[config.mk]
export PLATFORM = sky130hd
export DESIGN_NAME = mem_stage
export DESIGN_NICKNAME = d
export VERILOG_FILES = /design/src/rtl/mem_stage_pkg.sv /design/src/rtl/mem_load_align.sv /design/src/rtl/mem_stage.sv
export SDC_FILE = /design/constraint.sdc
export NUM_CORES = 1
export LEC_CHECK = 0
export ABC_AREA = 1
export CAP_MARGIN = 20
export CORE_UTILIZATION = 44
export DETAILED_ROUTE_END_ITERATION = 7
export GPL_TIMING_DRIVEN = 1
export PLACE_DENSITY = 0.81
export SLEW_MARGIN = 20
export SYNTH_ARGS = -nofsm -noshare
export SYNTH_HDL_FRONTEND = slang
export SYNTH_SLANG_ARGS = --single-unit
[constraint.sdc]
create_clock -name clk -period 3.1 [get_ports clk]
set_input_delay 0.93 -clock clk [delete_from_list [all_inputs] [get_ports clk]]
set_output_delay 0.93 -clock clk [all_outputs]
set_load 0.05 [all_outputs]
[src/rtl/mem_stage_pkg.sv]
// Shared definitions for the memory-access pipeline stage: bus widths,
// execute-to-mem field layout, load/store size encodings and load-state names.
package mem_stage_pkg;

    localparam int EX_TO_MEM_BUS_WD = 108;
    localparam int MEM_TO_WB_BUS_WD = 70;
    localparam int RDW_BUS_WD       = 39;

    // Load/store size encodings carried in ls_type; bit 2 selects zero-extension.
    localparam logic [2:0] LS_LB  = 3'b000;
    localparam logic [2:0] LS_LH  = 3'b001;
    localparam logic [2:0] LS_LW  = 3'b010;
    localparam logic [2:0] LS_LBU = 3'b100;
    localparam logic [2:0] LS_LHU = 3'b101;

    // Execute-to-mem bus, MSB first; 32+32+1+1+3+1+1+5+32 = 108 bits.
    typedef struct packed {
        logic [31:0] rs2_value;
        logic [31:0] result;
        logic        load_wen;
        logic        store_wen;
        logic [2:0]  ls_type;
        logic        mem_wen;
        logic        wb_wen;
        logic [4:0]  dest;
        logic [31:0] pc;
    } ex_bus_t;

    // Per-instruction load progress: WAIT has no data yet, HELD owns buffered data.
    typedef enum logic [1:0] {
        LD_IDLE = 2'd0,
        LD_WAIT = 2'd1,
        LD_HELD = 2'd2
    } ld_state_e;

endpackage

[src/rtl/mem_load_align.sv]
// Selects the addressed byte/half of a loaded word and sign- or zero-extends it.
module mem_load_align
    import mem_stage_pkg::*;
(
    input  logic [31:0] raw,
    input  logic [1:0]  offset,
    input  logic [2:0]  ls_type,
    output logic [31:0] extended
);

    logic [7:0]  byte_s;
    logic [15:0] half_s;

    // Pick the addressed byte and half-word out of the raw word.
    always_comb begin
        byte_s = raw[7:0];
        case (offset)
            2'd0:    byte_s = raw[7:0];
            2'd1:    byte_s = raw[15:8];
            2'd2:    byte_s = raw[23:16];
            2'd3:    byte_s = raw[31:24];
            default: byte_s = raw[7:0];
        endcase
        if (offset[1]) begin
            half_s = raw[31:16];
        end else begin
            half_s = raw[15:0];
        end
    end

    // Extend according to the access size; unknown encodings yield zero.
    always_comb begin
        extended = 32'd0;
        case (ls_type)
            LS_LB:   extended = {{24{byte_s[7]}}, byte_s};
            LS_LBU:  extended = {24'd0, byte_s};
            LS_LH:   extended = {{16{half_s[15]}}, half_s};
            LS_LHU:  extended = {16'd0, half_s};
            LS_LW:   extended = raw;
            default: extended = 32'd0;
        endcase
    end

endmodule

[src/rtl/mem_stage.sv]
// Memory-access pipeline stage: holds one instruction from execute, waits for
// load data when needed (buffering it under writeback backpressure), aligns
// it and forwards the result to writeback and to the decode bypass bus.
module mem_stage
    import mem_stage_pkg::*;
(
    input  logic                          clk,
    input  logic                          rst,
    input  logic                          wb_allowin,
    output logic                          mem_allowin,
    input  logic                          ex_to_mem_valid,
    input  logic [EX_TO_MEM_BUS_WD-1:0]   ex_to_mem_bus,
    output logic                          mem_to_wb_valid,
    output logic [MEM_TO_WB_BUS_WD-1:0]   mem_to_wb_bus,
    input  logic [31:0]                   Read_data,
    input  logic                          Read_data_Valid,
    output logic                          Read_data_Ready,
    output logic [RDW_BUS_WD-1:0]         rdw_mem_bus
);

    ex_bus_t     ex_in_s;
    ex_bus_t     ex_bus_r;
    logic        mem_valid_r;
    ld_state_e   state_r;
    ld_state_e   state_nxt_s;
    logic [31:0] data_buf_r;

    logic        data_got_s;
    logic        mem_ready_go_s;
    logic        mem_allowin_s;
    logic        enter_s;
    logic        rd_ready_s;
    logic        capture_s;
    logic [31:0] raw_s;
    logic [31:0] extended_s;
    logic [31:0] wb_data_s;
    logic        unused_fields_s;

    assign ex_in_s = ex_bus_t'(ex_to_mem_bus);

    // Store-side fields travel with the instruction but are not consumed here.
    assign unused_fields_s = ^{ex_bus_r.rs2_value, ex_bus_r.store_wen, ex_bus_r.mem_wen};

    assign data_got_s     = (state_r == LD_HELD);
    assign mem_ready_go_s = !ex_bus_r.load_wen | data_got_s | Read_data_Valid;
    assign mem_allowin_s  = !mem_valid_r | (mem_ready_go_s & wb_allowin);
    assign enter_s        = ex_to_mem_valid & mem_allowin_s;
    assign rd_ready_s     = mem_valid_r & ex_bus_r.load_wen & !data_got_s;
    // Data arriving while writeback can take it flows straight through instead.
    assign capture_s      = Read_data_Valid & rd_ready_s & !wb_allowin;

    // Load-progress next state; a handoff or new entry always wins over a capture.
    always_comb begin
        state_nxt_s = state_r;
        if (enter_s) begin
            if (ex_in_s.load_wen) begin
                state_nxt_s = LD_WAIT;
            end else begin
                state_nxt_s = LD_IDLE;
            end
        end else if (mem_allowin_s) begin
            state_nxt_s = LD_IDLE;
        end else begin
            case (state_r)
                LD_WAIT: begin
                    if (capture_s) begin
                        state_nxt_s = LD_HELD;
                    end else begin
                        state_nxt_s = LD_WAIT;
                    end
                end
                LD_HELD: state_nxt_s = LD_HELD;
                LD_IDLE: state_nxt_s = LD_IDLE;
                default: state_nxt_s = LD_IDLE;
            endcase
        end
    end

    // Stage registers: valid flag, instruction bus, load state and data buffer.
    always_ff @(posedge clk) begin
        if (rst) begin
            mem_valid_r <= 1'b0;
            ex_bus_r    <= '0;
            state_r     <= LD_IDLE;
            data_buf_r  <= 32'd0;
        end else begin
            state_r <= state_nxt_s;
            if (mem_allowin_s) begin
                mem_valid_r <= ex_to_mem_valid;
            end
            if (enter_s) begin
                ex_bus_r <= ex_in_s;
            end
            if (capture_s) begin
                data_buf_r <= Read_data;
            end
        end
    end

    assign raw_s = data_got_s ? data_buf_r : Read_data;

    mem_load_align u_align (
        .raw      (raw_s),
        .offset   (ex_bus_r.result[1:0]),
        .ls_type  (ex_bus_r.ls_type),
        .extended (extended_s)
    );

    assign wb_data_s = ex_bus_r.load_wen ? extended_s : ex_bus_r.result;

    // Outputs that could launch work are suppressed while reset is asserted.
    assign mem_allowin     = mem_allowin_s;
    assign mem_to_wb_valid = mem_valid_r & mem_ready_go_s & !rst;
    assign Read_data_Ready = rd_ready_s & !rst;
    assign mem_to_wb_bus   = {ex_bus_r.wb_wen, ex_bus_r.dest, wb_data_s, ex_bus_r.pc};
    assign rdw_mem_bus     = {mem_ready_go_s, ex_bus_r.wb_wen & mem_valid_r & !rst,
                              ex_bus_r.dest, wb_data_s};

endmodule

==> results.tsv <==
stage	metric	value	unit
placement	Buffers on Ports	222	
global_routing	first-pass GRT wire length	30000	um
route	first drt pass iteration count	7	
cts	CTS root buf	clkbuf_16	
critical_path	Worst Path Arrival	2.20	ns
worst_hold_path	Min-Delay Path Depth	2	
sta	Hold Violations, Final	0	
critical_path	cells on worst reg2reg path	9	
critical_path	flop2flop setup slack	0.96	ns
route	via count	6667	
route	drt total wl	19900	um
worst_hold_path	Hold Path Sink	mem_to_wb_bus[19]	
finish	flip-flop and latch area	2180	um2
yosys	EDFF count, synth	0	
sta	total negative slack	-0.538	ns
critical_path	Crit Reg-Reg Endpoint	ex_bus_r[68]	
outcome	failing checks	negative setup slack	
power	switching power	1.74	mW
worst_hold_path	min-delay worst type	register to register	
die	Core Area	13800	um2
flow_run	maximum capacitance violations	0	
power	Int Pwr	2.89	mW
yosys	Synth area leaders	dfxtp_1 (35%), nand2_1 (16%), nor2_1 (13%), buf_4 (10%), o21ai_0 (8.5%)	
sta	RSZ-0062 raised after global routing	yes	
power	Total Power	4.63	mW
yosys	Yosys reg bits	109	
critical_path	R2R Path Start	ex_bus_r[43]	
critical_path	Worst setup SP type	primary input	
power	Clock Power Share	23.6	%
yosys	dominant cell type by area after synthesis	dfxtp_1	
route	Starting DRT DRC Count	496	
critical_path	CP max FO	8	
global_routing	Overflow after GRT	0	
die	die height	121	um
route	ANT nets after route	0	
yosys	most instantiated cells after synthesis	nand2_1 (264), nor2_1 (222), dfxtp_1 (109)	
yosys	Syn. warnings	0	
global_routing	initial antenna violation count	0	
cts	Worst-path clk slew	0.07	ns
yosys	syn_area_per_cell	6.35	um2
critical_path	type of the worst setup path	primary input to primary output	
power	maximum vdd drop	0.000321	V
die	DIE AREA	14600	um2
sta	minimum clock period	3.13	ns
yosys	Synth top area share	35.0	%
route	DRC	0	
route	via density per instance	5.04	
finish	diode count	0	
finish	post-layout instance area	10200	um2
yosys	Synth async-reset ratio	0	%
cts	clk_lat worst skew	0.35	ns
sta	Final period util	101	%
cts	number of H-tree levels	3	
yosys	Main synth FF type	dfxtp_1	
die	initial core utilization	45.1	%
sta	Final Slew Violations	0	
sta	# setup viols final	39	
sta	Worst Max-Slew Pin Slew	0.618	ns
yosys	count leader, synth	nand2_1	
outcome	outcome	finished, violations left	
sta	f_max	319	MHz
global_routing	vias in the first global route	6088	
sta	fin worst setup slack	-0.0344	ns
cts	Num CTS Buffers	9	
finish	Multi-input gate area	3830	um2
die	FP Rows	43	
finish	Final Util	73.7	%
placement	Routability Congestion	0.935	
power	PD cells	455	nW/um2
power	sequential share of power	33.1	%
power	switching share of power	37.7	%
power	LEAKAGE	4.60	nW
route	WL/cell	15.0	um
cts	CTS tree	built	
yosys	count of cell types in the netlist	29	
worst_hold_path	worst hold path startpoint	mem_to_wb_bus[19]	
sta	clk_skew	0.00646	ns
cts	Sink Count	109	
finish	Fill cells	1032	
yosys	Syn Nets	1128	
yosys	Cells after Synth	981	
die	Die W	121	um
cts	Max clock buf depth	2	
finish	Area Growth Syn to Fin	63.5	%
finish	fin nets	1286	
power	Logic pwr share	43.3	%
critical_path	CP Data Required Time	2.17	ns
global_routing	largest net degree at the start of global routing	48	
yosys	sequential-to-total area share from yosys stat	35.0	%
yosys	Mapped Area	6230	um2
global_routing	total track usage	25.9	%
critical_path	Critical Path End Type	primary output	
sta	Relative slew margins	58.8	%
placement	post-detail-place hpwl	13300	um
placement	area post-placement	8840	um2
die	I/O pins	257	
finish	layout cell share with drive strength beyond 1	28.7	%
[worst max-delay path: stages]
cell and delay [ns]:
buf_2 0.11, nand2_2 0.10, nand2_4 0.07, buf_6 0.12, nand2_4 0.05, nand2_4 0.08, buf_12 0.16, a21oi_1 0.17
nand2_2 0.08, nand2_2 0.09, nand2_4 0.08, buf_12 0.15
[state kept, by name, indices dropped and copies added, names as in the netlist]
name	cells
mem_to_wb_bus	38
mem_valid_r	1
ex_bus_r	36
state_r	2
data_buf_r	32
[what timing repair did]
item / CTS / global route
setup endpoints to repair: 64 / 64
buffers inserted: 14 / 4
pin swaps: 66 / 53
gates cloned: 4 / 1
resized for setup: 165 / 118
hold buffers: 0 / 0
[worst max-delay path by stage]
stage	from	to	slack, ns	cells after the start
after floorplan	Read_data[15]	rdw_mem_bus[10]	0.06	11
after global placement	Read_data[15]	mem_to_wb_bus[63]	-0.47	13
after detailed placement	Read_data[15]	rdw_mem_bus[31]	-0.48	13
after CTS	state_r[0]	rdw_mem_bus[27]	-0.05	15
after global routing	state_r[0]	rdw_mem_bus[29]	-0.10	15
final	Read_data[31]	mem_to_wb_bus[61]	-0.03	12
[kinds of logic (layout without fill, tap and decap cells)]
kind of cell / after synthesis / in the layout / synth area share (%)
flops: 109 / 109 / 35.0
buf+inv: 182 / 344 / 17.8
simple gates: 532 / 532 / 33.9
fa+ha+maj: 2 / 2 / 0.402
compound gates: 156 / 156 / 12.9
[final cells by class]
type | count | area share (%)
timing repair inverter | 1 | 0.111
tap | 180 | 2.21
multi-input combinational | 690 | 37.6
sequential | 109 | 21.4
timing repair buffer | 278 | 34.0
clock buffer | 9 | 2.21
clock inverter | 6 | 0.467
inverter | 50 | 1.94
[metal layers]
layer	track usage [%]	vias up	wire length, um
met2	44.6	276	9820
met4	9.57	0	546
met5	0	-	0
met1	31.3	3042	8010
met3	5.73	47	1490
li1	-	3302	-
[power by group through the flow]
| stage | sequential [mW] | clock [mW] | combinational (mW) |
|---|---|---|---|
| floorplan | 1.55 | 0 | 1.07 |
| global placement | 1.56 | 0 | 1.73 |
| detailed placement | 1.56 | 0 | 1.74 |
| CTS | 1.53 | 1.11 | 1.87 |
| global route | 1.54 | 1.17 | 2.10 |
| finish | 1.53 | 1.09 | 2.00 |
[cell usage in the layout, fill, tap and decap left out, types with 3 or more instances in the layout]
cell type	instances
o21ai_4	6
clkbuf_16	10
buf_4	43
nor2_2	12
nand3_1	22
buf_16	3
o21ai_0	101
nor3_2	5
nor2_1	210
nor3_1	4
nand2_4	68
nand2_1	156
buf_6	3
inv_2	15
a21oi_4	11
clkdlybuf4s50_1	127
a21oi_2	6
nand2_2	47
buf_2	3
dfxtp_1	107
dlygate4sd2_1	21
a21oi_1	26
inv_6	3
o21ai_1	5
buf_12	75
inv_1	31
[through the flow]
step,hold slack (ns),cells,setup slack [ns]
after floorplan,0.429,981,0.0608
after global placement,0.440,1285,-0.467
after detailed placement,0.462,1285,-0.478
after CTS,0.487,1318,-0.0471
after global routing,0.509,1323,-0.102
final,0.485,1323,-0.0344
(Power assumes the default switching activity.)
